`src/rtl/nmea_gga_pkg.sv`:
```
// Shared types and constants for the NMEA GGA sentence transmitter.
package nmea_gga_pkg;

  typedef enum logic [2:0] {
    ST_IDLE    = 3'd0,
    ST_CONVERT = 3'd1,
    ST_SEND    = 3'd2,
    ST_GAP     = 3'd3,
    ST_DONE    = 3'd4
  } state_t;

  localparam int SENTENCE_LEN = 74;
  localparam int BODY_LEN     = 68;

  // Body offsets (body index 0 is the 'G' after '$').
  localparam int OFF_TIME = 6;
  localparam int OFF_LAT  = 17;
  localparam int OFF_NS   = 27;
  localparam int OFF_LON  = 29;
  localparam int OFF_EW   = 40;
  localparam int OFF_TAIL = 41;

  localparam logic [47:0]  HDR_STR  = 48'("GPGGA,");
  localparam logic [215:0] TAIL_STR = 216'(",1,08,0.9,0545.4,M,46.9,M,,");
  localparam logic [39:0]  FRAC_STR = 40'(".000,");

  localparam logic [7:0] ASC_DOLLAR = 8'h24;
  localparam logic [7:0] ASC_STAR   = 8'h2A;
  localparam logic [7:0] ASC_CR     = 8'h0D;
  localparam logic [7:0] ASC_LF     = 8'h0A;
  localparam logic [7:0] ASC_DOT    = 8'h2E;
  localparam logic [7:0] ASC_COMMA  = 8'h2C;
  localparam logic [7:0] ASC_N      = 8'h4E;
  localparam logic [7:0] ASC_S      = 8'h53;
  localparam logic [7:0] ASC_E      = 8'h45;
  localparam logic [7:0] ASC_W      = 8'h57;

  // BCD digit to ASCII '0'..'9'.
  function automatic logic [7:0] digit_ascii(input logic [3:0] d);
    return {4'h3, d};
  endfunction

  // Nibble to uppercase ASCII hex.
  function automatic logic [7:0] hex_ascii(input logic [3:0] n);
    logic [7:0] r;
    if (n < 4'd10) begin
      r = 8'h30 + {4'h0, n};
    end else begin
      r = 8'h37 + {4'h0, n};
    end
    return r;
  endfunction

  // Double-dabble correction for one BCD digit.
  function automatic logic [3:0] add3(input logic [3:0] d);
    logic [3:0] r;
    if (d >= 4'd5) begin
      r = d + 4'd3;
    end else begin
      r = d;
    end
    return r;
  endfunction

endpackage

```
`src/rtl/nmea_gga_tx_bin2bcd_seq.sv`:
```
// Sequential 24-bit binary to 7-digit BCD converter (double dabble).
// One load cycle, then 24 shift/add-3 steps; done pulses once the result is final.
// Values above 9999999 overflow the 7-digit result.
module bin2bcd_seq
  import nmea_gga_pkg::*;
(
  input  logic        clk,
  input  logic        rst,
  input  logic        load,
  input  logic [23:0] bin_in,
  output logic        busy,
  output logic        done,
  output logic [27:0] bcd
);

  logic [23:0] bin_q, bin_d;
  logic [27:0] bcd_q, bcd_d, adj_s;
  logic [4:0]  cnt_q, cnt_d;
  logic        busy_q, busy_d, done_q, done_d;

  // Add-3 correction on every digit ahead of the next shift.
  always_comb begin
    adj_s = bcd_q;
    for (int i = 0; i < 7; i++) begin
      adj_s[i*4 +: 4] = add3(bcd_q[i*4 +: 4]);
    end
  end

  // Load, shift sequencing and completion pulse.
  always_comb begin
    bin_d  = bin_q;
    bcd_d  = bcd_q;
    cnt_d  = cnt_q;
    busy_d = busy_q;
    done_d = 1'b0;
    if (load) begin
      bin_d  = bin_in;
      bcd_d  = 28'd0;
      cnt_d  = 5'd24;
      busy_d = 1'b1;
    end else if (busy_q) begin
      bcd_d = {adj_s[26:0], bin_q[23]};
      bin_d = {bin_q[22:0], 1'b0};
      cnt_d = cnt_q - 5'd1;
      if (cnt_q == 5'd1) begin
        busy_d = 1'b0;
        done_d = 1'b1;
      end else begin
        busy_d = 1'b1;
      end
    end else begin
      busy_d = 1'b0;
    end
  end

  // Converter state registers.
  always_ff @(posedge clk or negedge rst) begin
    if (!rst) begin
      bin_q  <= 24'd0;
      bcd_q  <= 28'd0;
      cnt_q  <= 5'd0;
      busy_q <= 1'b0;
      done_q <= 1'b0;
    end else begin
      bin_q  <= bin_d;
      bcd_q  <= bcd_d;
      cnt_q  <= cnt_d;
      busy_q <= busy_d;
      done_q <= done_d;
    end
  end

  assign busy = busy_q;
  assign done = done_q;
  assign bcd  = bcd_q;

endmodule

```
`src/rtl/nmea_gga_tx.sv`:
```
// NMEA GGA sentence transmitter: latches a fix, converts fields to ASCII
// decimal through one shared converter, and streams a 74-byte sentence with
// XOR checksum over a byte-wide UART send/busy handshake.
module nmea_gga_tx
  import nmea_gga_pkg::*;
#(
  parameter logic [23:0] SUBMIN_MAX  = 24'd599999,
  parameter logic [6:0]  LAT_DEG_MAX = 7'd90,
  parameter logic [7:0]  LON_DEG_MAX = 8'd180
) (
  input  logic        clk,
  input  logic        rst,
  input  logic        start,
  input  logic [6:0]  lat_deg,
  input  logic [23:0] lat_submins,
  input  logic        lat_north,
  input  logic [7:0]  lon_deg,
  input  logic [23:0] lon_submins,
  input  logic        lon_east,
  input  logic [23:0] time_bcd,
  output logic        busy,
  output logic        done,
  output logic        fmt_err,
  output logic [7:0]  tx_data,
  output logic        tx_send,
  input  logic        tx_busy
);

  state_t      state_q, state_d;
  logic [6:0]  idx_q, idx_d;
  logic [7:0]  cks_q, cks_d, tx_data_q, tx_data_d;
  logic        busy_q, busy_d, done_q, done_d, fmt_err_q, fmt_err_d, tx_send_q, tx_send_d;
  logic [6:0]  lat_deg_q, lat_deg_d;
  logic [7:0]  lon_deg_q, lon_deg_d;
  logic [23:0] lat_sub_q, lat_sub_d, lon_sub_q, lon_sub_d, time_q, time_d;
  logic        lat_north_q, lat_north_d, lon_east_q, lon_east_d;
  logic [4:0]  step_q, step_d;
  logic [1:0]  sel_q, sel_d, wr_sel_q, wr_sel_d;
  logic [23:0] dig_lat_sub_q, dig_lat_sub_d, dig_lon_sub_q, dig_lon_sub_d;
  logic [7:0]  dig_lat_deg_q, dig_lat_deg_d;
  logic [11:0] dig_lon_deg_q, dig_lon_deg_d;

  logic        accept_s, range_err_s, time_err_s, conv_load_s, conv_busy_s, conv_done_s, conv_unused_s;
  logic [23:0] conv_in_s;
  logic [27:0] conv_bcd_s;
  logic [543:0] body_s;
  logic [9:0]  body_sel_s;
  logic [7:0]  byte_s;

  bin2bcd_seq u_conv (
    .clk    (clk),
    .rst    (rst),
    .load   (conv_load_s),
    .bin_in (conv_in_s),
    .busy   (conv_busy_s),
    .done   (conv_done_s),
    .bcd    (conv_bcd_s)
  );

  assign conv_load_s   = (state_q == ST_CONVERT) && (step_q == 5'd0);
  assign conv_unused_s = ^{conv_busy_s, conv_bcd_s[27:24]};

  // Range check of the live inputs, evaluated when start is sampled.
  always_comb begin
    time_err_s = 1'b0;
    for (int i = 0; i < 6; i++) begin
      if (time_bcd[i*4 +: 4] > 4'd9) begin
        time_err_s = 1'b1;
      end else begin
        time_err_s = time_err_s;
      end
    end
    range_err_s = (lat_deg > LAT_DEG_MAX) || (lon_deg > LON_DEG_MAX) ||
                  (lat_submins > SUBMIN_MAX) || (lon_submins > SUBMIN_MAX) || time_err_s;
  end

  // Converter source: lat submins, lon submins, lat degrees, lon degrees.
  always_comb begin
    case (sel_q)
      2'd0:    conv_in_s = lat_sub_q;
      2'd1:    conv_in_s = lon_sub_q;
      2'd2:    conv_in_s = {17'd0, lat_deg_q};
      2'd3:    conv_in_s = {16'd0, lon_deg_q};
      default: conv_in_s = 24'd0;
    endcase
  end

  // Assemble the 68-byte body and pick the byte for the current index.
  always_comb begin
    body_s = {HDR_STR,
              digit_ascii(time_q[23:20]), digit_ascii(time_q[19:16]), digit_ascii(time_q[15:12]),
              digit_ascii(time_q[11:8]),  digit_ascii(time_q[7:4]),   digit_ascii(time_q[3:0]),
              FRAC_STR,
              digit_ascii(dig_lat_deg_q[7:4]), digit_ascii(dig_lat_deg_q[3:0]),
              digit_ascii(dig_lat_sub_q[23:20]), digit_ascii(dig_lat_sub_q[19:16]), ASC_DOT,
              digit_ascii(dig_lat_sub_q[15:12]), digit_ascii(dig_lat_sub_q[11:8]),
              digit_ascii(dig_lat_sub_q[7:4]),   digit_ascii(dig_lat_sub_q[3:0]), ASC_COMMA,
              (lat_north_q ? ASC_N : ASC_S), ASC_COMMA,
              digit_ascii(dig_lon_deg_q[11:8]), digit_ascii(dig_lon_deg_q[7:4]), digit_ascii(dig_lon_deg_q[3:0]),
              digit_ascii(dig_lon_sub_q[23:20]), digit_ascii(dig_lon_sub_q[19:16]), ASC_DOT,
              digit_ascii(dig_lon_sub_q[15:12]), digit_ascii(dig_lon_sub_q[11:8]),
              digit_ascii(dig_lon_sub_q[7:4]),   digit_ascii(dig_lon_sub_q[3:0]), ASC_COMMA,
              (lon_east_q ? ASC_E : ASC_W),
              TAIL_STR};
    body_sel_s = {(7'd68 - idx_q), 3'b000};
    byte_s     = 8'h00;
    if (idx_q == 7'd0) begin
      byte_s = ASC_DOLLAR;
    end else if (idx_q <= 7'(BODY_LEN)) begin
      byte_s = body_s[body_sel_s +: 8];
    end else begin
      case (idx_q)
        7'd69:   byte_s = ASC_STAR;
        7'd70:   byte_s = hex_ascii(cks_q[7:4]);
        7'd71:   byte_s = hex_ascii(cks_q[3:0]);
        7'd72:   byte_s = ASC_CR;
        7'd73:   byte_s = ASC_LF;
        default: byte_s = 8'h00;
      endcase
    end
  end

  // Main sequencer: capture/check, convert, byte send/gap, done.
  always_comb begin
    state_d     = state_q;
    idx_d       = idx_q;
    cks_d       = cks_q;
    busy_d      = busy_q;
    done_d      = 1'b0;
    fmt_err_d   = 1'b0;
    tx_send_d   = 1'b0;
    tx_data_d   = tx_data_q;
    step_d      = step_q;
    sel_d       = sel_q;
    accept_s    = 1'b0;
    lat_deg_d   = lat_deg_q;
    lat_sub_d   = lat_sub_q;
    lat_north_d = lat_north_q;
    lon_deg_d   = lon_deg_q;
    lon_sub_d   = lon_sub_q;
    lon_east_d  = lon_east_q;
    time_d      = time_q;
    case (state_q)
      ST_IDLE: begin
        if (start) begin
          lat_deg_d   = lat_deg;
          lat_sub_d   = lat_submins;
          lat_north_d = lat_north;
          lon_deg_d   = lon_deg;
          lon_sub_d   = lon_submins;
          lon_east_d  = lon_east;
          time_d      = time_bcd;
          if (range_err_s) begin
            fmt_err_d = 1'b1;
          end else begin
            accept_s = 1'b1;
            busy_d   = 1'b1;
            step_d   = 5'd0;
            sel_d    = 2'd0;
            state_d  = ST_CONVERT;
          end
        end else begin
          state_d = ST_IDLE;
        end
      end
      ST_CONVERT: begin
        if (step_q == 5'd24) begin
          step_d = 5'd0;
          if (sel_q == 2'd3) begin
            state_d = ST_SEND;
          end else begin
            sel_d = sel_q + 2'd1;
          end
        end else begin
          step_d = step_q + 5'd1;
        end
      end
      ST_SEND: begin
        if (!tx_busy) begin
          tx_data_d = byte_s;
          tx_send_d = 1'b1;
          if ((idx_q >= 7'd1) && (idx_q <= 7'(BODY_LEN))) begin
            cks_d = cks_q ^ byte_s;
          end else begin
            cks_d = cks_q;
          end
          state_d = ST_GAP;
        end else begin
          state_d = ST_SEND;
        end
      end
      ST_GAP: begin
        idx_d = idx_q + 7'd1;
        if (idx_q == 7'(SENTENCE_LEN - 1)) begin
          state_d = ST_DONE;
        end else begin
          state_d = ST_SEND;
        end
      end
      ST_DONE: begin
        done_d  = 1'b1;
        busy_d  = 1'b0;
        idx_d   = 7'd0;
        cks_d   = 8'd0;
        state_d = ST_IDLE;
      end
      default: begin
        busy_d  = 1'b0;
        state_d = ST_IDLE;
      end
    endcase
  end

  // Digit register file, filled in conversion order as results complete.
  always_comb begin
    dig_lat_sub_d = dig_lat_sub_q;
    dig_lon_sub_d = dig_lon_sub_q;
    dig_lat_deg_d = dig_lat_deg_q;
    dig_lon_deg_d = dig_lon_deg_q;
    wr_sel_d      = wr_sel_q;
    if (accept_s) begin
      wr_sel_d = 2'd0;
    end else if (conv_done_s) begin
      case (wr_sel_q)
        2'd0:    dig_lat_sub_d = conv_bcd_s[23:0];
        2'd1:    dig_lon_sub_d = conv_bcd_s[23:0];
        2'd2:    dig_lat_deg_d = conv_bcd_s[7:0];
        2'd3:    dig_lon_deg_d = conv_bcd_s[11:0];
        default: dig_lat_sub_d = dig_lat_sub_q;
      endcase
      wr_sel_d = wr_sel_q + 2'd1;
    end else begin
      wr_sel_d = wr_sel_q;
    end
  end

  // All state and output registers; reset aborts any sentence in flight.
  always_ff @(posedge clk or negedge rst) begin
    if (!rst) begin
      state_q <= ST_IDLE;      idx_q <= 7'd0;        cks_q <= 8'd0;
      busy_q <= 1'b0;          done_q <= 1'b0;       fmt_err_q <= 1'b0;
      tx_send_q <= 1'b0;       tx_data_q <= 8'h00;
      step_q <= 5'd0;          sel_q <= 2'd0;        wr_sel_q <= 2'd0;
      lat_deg_q <= 7'd0;       lat_sub_q <= 24'd0;   lat_north_q <= 1'b0;
      lon_deg_q <= 8'd0;       lon_sub_q <= 24'd0;   lon_east_q <= 1'b0;
      time_q <= 24'd0;
      dig_lat_sub_q <= 24'd0;  dig_lon_sub_q <= 24'd0;
      dig_lat_deg_q <= 8'd0;   dig_lon_deg_q <= 12'd0;
    end else begin
      state_q <= state_d;      idx_q <= idx_d;       cks_q <= cks_d;
      busy_q <= busy_d;        done_q <= done_d;     fmt_err_q <= fmt_err_d;
      tx_send_q <= tx_send_d;  tx_data_q <= tx_data_d;
      step_q <= step_d;        sel_q <= sel_d;       wr_sel_q <= wr_sel_d;
      lat_deg_q <= lat_deg_d;  lat_sub_q <= lat_sub_d; lat_north_q <= lat_north_d;
      lon_deg_q <= lon_deg_d;  lon_sub_q <= lon_sub_d; lon_east_q <= lon_east_d;
      time_q <= time_d;
      dig_lat_sub_q <= dig_lat_sub_d; dig_lon_sub_q <= dig_lon_sub_d;
      dig_lat_deg_q <= dig_lat_deg_d; dig_lon_deg_q <= dig_lon_deg_d;
    end
  end

  assign busy    = busy_q;
  assign done    = done_q;
  assign fmt_err = fmt_err_q;
  assign tx_data = tx_data_q;
  assign tx_send = tx_send_q;

endmodule

```
`config.mk`:
```
export PLATFORM = sky130hd
export DESIGN_NAME = nmea_gga_tx
export DESIGN_NICKNAME = d
export VERILOG_FILES = /design/src/rtl/nmea_gga_pkg.sv /design/src/rtl/nmea_gga_tx_bin2bcd_seq.sv /design/src/rtl/nmea_gga_tx.sv
export SDC_FILE = /design/constraint.sdc
export NUM_CORES = 1
export LEC_CHECK = 0
export ABC_CLOCK_PERIOD_IN_PS = 3400
export BUFFER_PORTS_ARGS = -buffer_cell sky130_fd_sc_hd__buf_4
export CAP_MARGIN = 20
export CORE_UTILIZATION = 55
export CTS_CLUSTER_DIAMETER = 150
export CTS_CLUSTER_SIZE = 12
export DETAILED_ROUTE_END_ITERATION = 10
export PLACE_DENSITY = 0.77
export SLEW_MARGIN = 20
export SYNTH_ARGS = -nofsm -noshare
export SYNTH_HDL_FRONTEND = slang
export SYNTH_HIERARCHICAL = 1
export SYNTH_SLANG_ARGS = --single-unit
```
`constraint.sdc`:
```
create_clock -name clk -period 3.4 [get_ports clk]
set_clock_uncertainty 0.05 [all_clocks]
set_input_delay 1.02 -clock clk [delete_from_list [all_inputs] [get_ports clk]]
set_output_delay 1.02 -clock clk [all_outputs]
set_load 0.02 [all_outputs]
```
==> results.toml <==
[detailed_routing]
route.detailed.drc = 0
finalWirelength_um = 33380
drtIter0Drc = 844
wl_met2_um = 15370
highest_layer = "met4"
dr.pass1.iters = 5
route.met3.wl_um = 1851
met1_length_um = 15140
routedWlPerCell_um = 18.14
detail-route-antenna-nets = 0
vias = 11010
vias_per_cell = 5.985

[sta]
min_period_ns = 3.139
max_freq_mhz = 318.5
final.period_utilization_pct = 92.34
hold_viol = 0
max_slew.worst_pin.slew_ns = 0.8445
finalSetupViolations = 0
rsz0062_at_grt = "false"
finalSetupTns_ns = 0
final_max_slew_viol_count = 0
fin_ws_ns = 0.2606
slew_headroom_pct = 43.58

[finish]
final_area_um2 = 15330
area_growth_pct = 13.90
fillers = 1944
layout.cells.non_filler = 1840
drive_gt1_share_pct = 15.58
final_nets = 1648
antenna_cells = 0

[clocking]
cts_tree = "done"
cts-buffers-inserted = 24
cts.clk_slew.worst_paths_ns = 0.06
clockBufferDepth = 3
cts_root_buf = "clkbuf_16"
cts.sinks = 250
clkLatencyLatePin_ns = 0.53
htreeDepth = 1

[floorplan]
fp.dieW_um = 158.4
rows = 56
ios = 105
start_util_pct = 56.67
die_area_um2 = 25100
core-area_um2 = 23750
die_y_um = 158.4

[setup_path]
cp_max_fo = 14
start_kind = "flip-flop"
cp.required_ns = 3.75
crit_type = "flip-flop to flip-flop"
worst_ep_arrival_time_ns = 3.48
endpoint_kind = "flip-flop"

[placement]
dpl_cell_area_um2 = 14690
placedCellCount = 1812
dp_hpwl_um = 23550
dp_slack_ns = -0.4438
gp_congestion = 0.9093
port_buffers = 103

[global_routing]
grt_pass1_wl_um = 54330
grt_max_degree = 85
antenna_found_initial = 0
grt_use_total_pct = 27.45
grt_pass1_vias = 10610
gr-total-overflow = 0

[synthesis]
avgSynthCellArea_um2 = 9.407
yosysWarningCount = 6
syn_nets = 1560
syn-cell-area_um2 = 13460
synthCells = 1431

[power]
ir_drop_v = 0.0004968
p_total_uw = 11700
power_leakage_uw = 0.007345
p_per_area_nw_per_um2 = 762.8

[run]
maxCapViolations = 0

[outcome]
status = "finished, final reports clean"

[worst_hold_path]
hp-class = "input pin to async pin"
## layout make-up
| type | count | area (µm²) | area share, % |
|---|---|---|---|
| Timing Repair Buffer | 149 | 1189 | 7.753 |
| Clock buffer | 27 | 621.8 | 4.056 |
| Tap cell | 319 | 399.1 | 2.603 |
| Sequential cell | 250 | 6259 | 40.82 |
| Multi-Input combinational cell | 1043 | 6655 | 43.41 |
| Inverter | 51 | 192.7 | 1.257 |
| Clock inverter | 1 | 16.27 | 0.1061 |
## report_power, final
group          leakage, µW  internal (µW)  total [µW]  switching [µW]
combinational      0.00380           1820        4470            2650
sequential         0.00323           3980        4870             888
clock             0.000312           1280        2360            1080
## timing repair
item                                    4_1_cts  5_1_grt
setup buffers                                 0        0
gates resized for setup                       0        2
endpoints found under the setup margin        0       20
hold buffers                                  0        0
## worst max-delay path: stages (launching register included)
cell and delay (ns):
dfrtp_1 0.34, inv_1 0.09, ha_1 0.59, inv_1 0.37
or4_1 0.62, a31oi_1 0.22, o211ai_1 0.16, a32oi_1 0.30
a22oi_1 0.13, mux2i_1 0.13
## routing by layer
| layer | global-route usage [%] | vias up |
|---|---|---|
| met5 | 0 | - |
| met4 | 9.295 | 0 |
| met3 | 3.157 | 63 |
| met2 | 43.32 | 363 |
| met1 | 39.38 | 5394 |
| li1 | - | 5192 |
## registers in the layout, summed over array words and instances, names as in the netlist, 7 cells and up
name,cells
dig_lat_sub_q,24
dig_lat_deg_q,8
lat_sub_q,24
dig_lon_deg_q,12
idx_q,7
lon_deg_q,8
dig_lon_sub_q,24
time_q,24
lat_deg_q,7
u_conv/bin_q,24
lon_sub_q,24
u_conv/bcd,24
tx_data,7
cks_q,8
## placed cells by master (no fill, tap or decap), types with 9 or more instances in the layout
master / count
nand3_1: 28
mux2_2: 28
a21oi_1: 39
nor3_1: 18
clkbuf_16: 24
or4_1: 9
dfrtp_1: 248
a31oi_1: 10
o21ai_0: 98
mux2_1: 52
nor4_1: 11
buf_4: 143
or3_1: 9
mux2i_1: 54
nor2_1: 53
nand2b_1: 16
inv_1: 49
a211oi_1: 14
o31ai_1: 11
nor2b_1: 13
xnor2_1: 9
nand2_1: 351
ha_1: 36
a22o_1: 12
## metrics by stage
stage	hold slack [ns]	utilization [%]
floorplan	0.3903	-
global placement	0.4062	61.80
detailed placement	0.4090	61.84
CTS	0.4239	64.53
global route	0.4388	64.55
finish	0.4179	64.55
## path summary, 6_finish.rpt
kind	slack (ns)	endpoint	depth (start not counted)	start
hold reg to reg	0.42	time_q[15]	2	time_q[15]
setup / recovery	0.26	cks_q[1]	9	idx_q[1]
hold / removal	0.42	u_conv/cnt_q[0]	1	rst
max in group asynchronous	2.07	tx_data[1]	2	rst
min in group clk	0.42	time_q[15]	2	time_q[15]
setup reg to reg	0.26	cks_q[1]	9	idx_q[1]
Note: power is estimated with default switching activity, not from simulation.
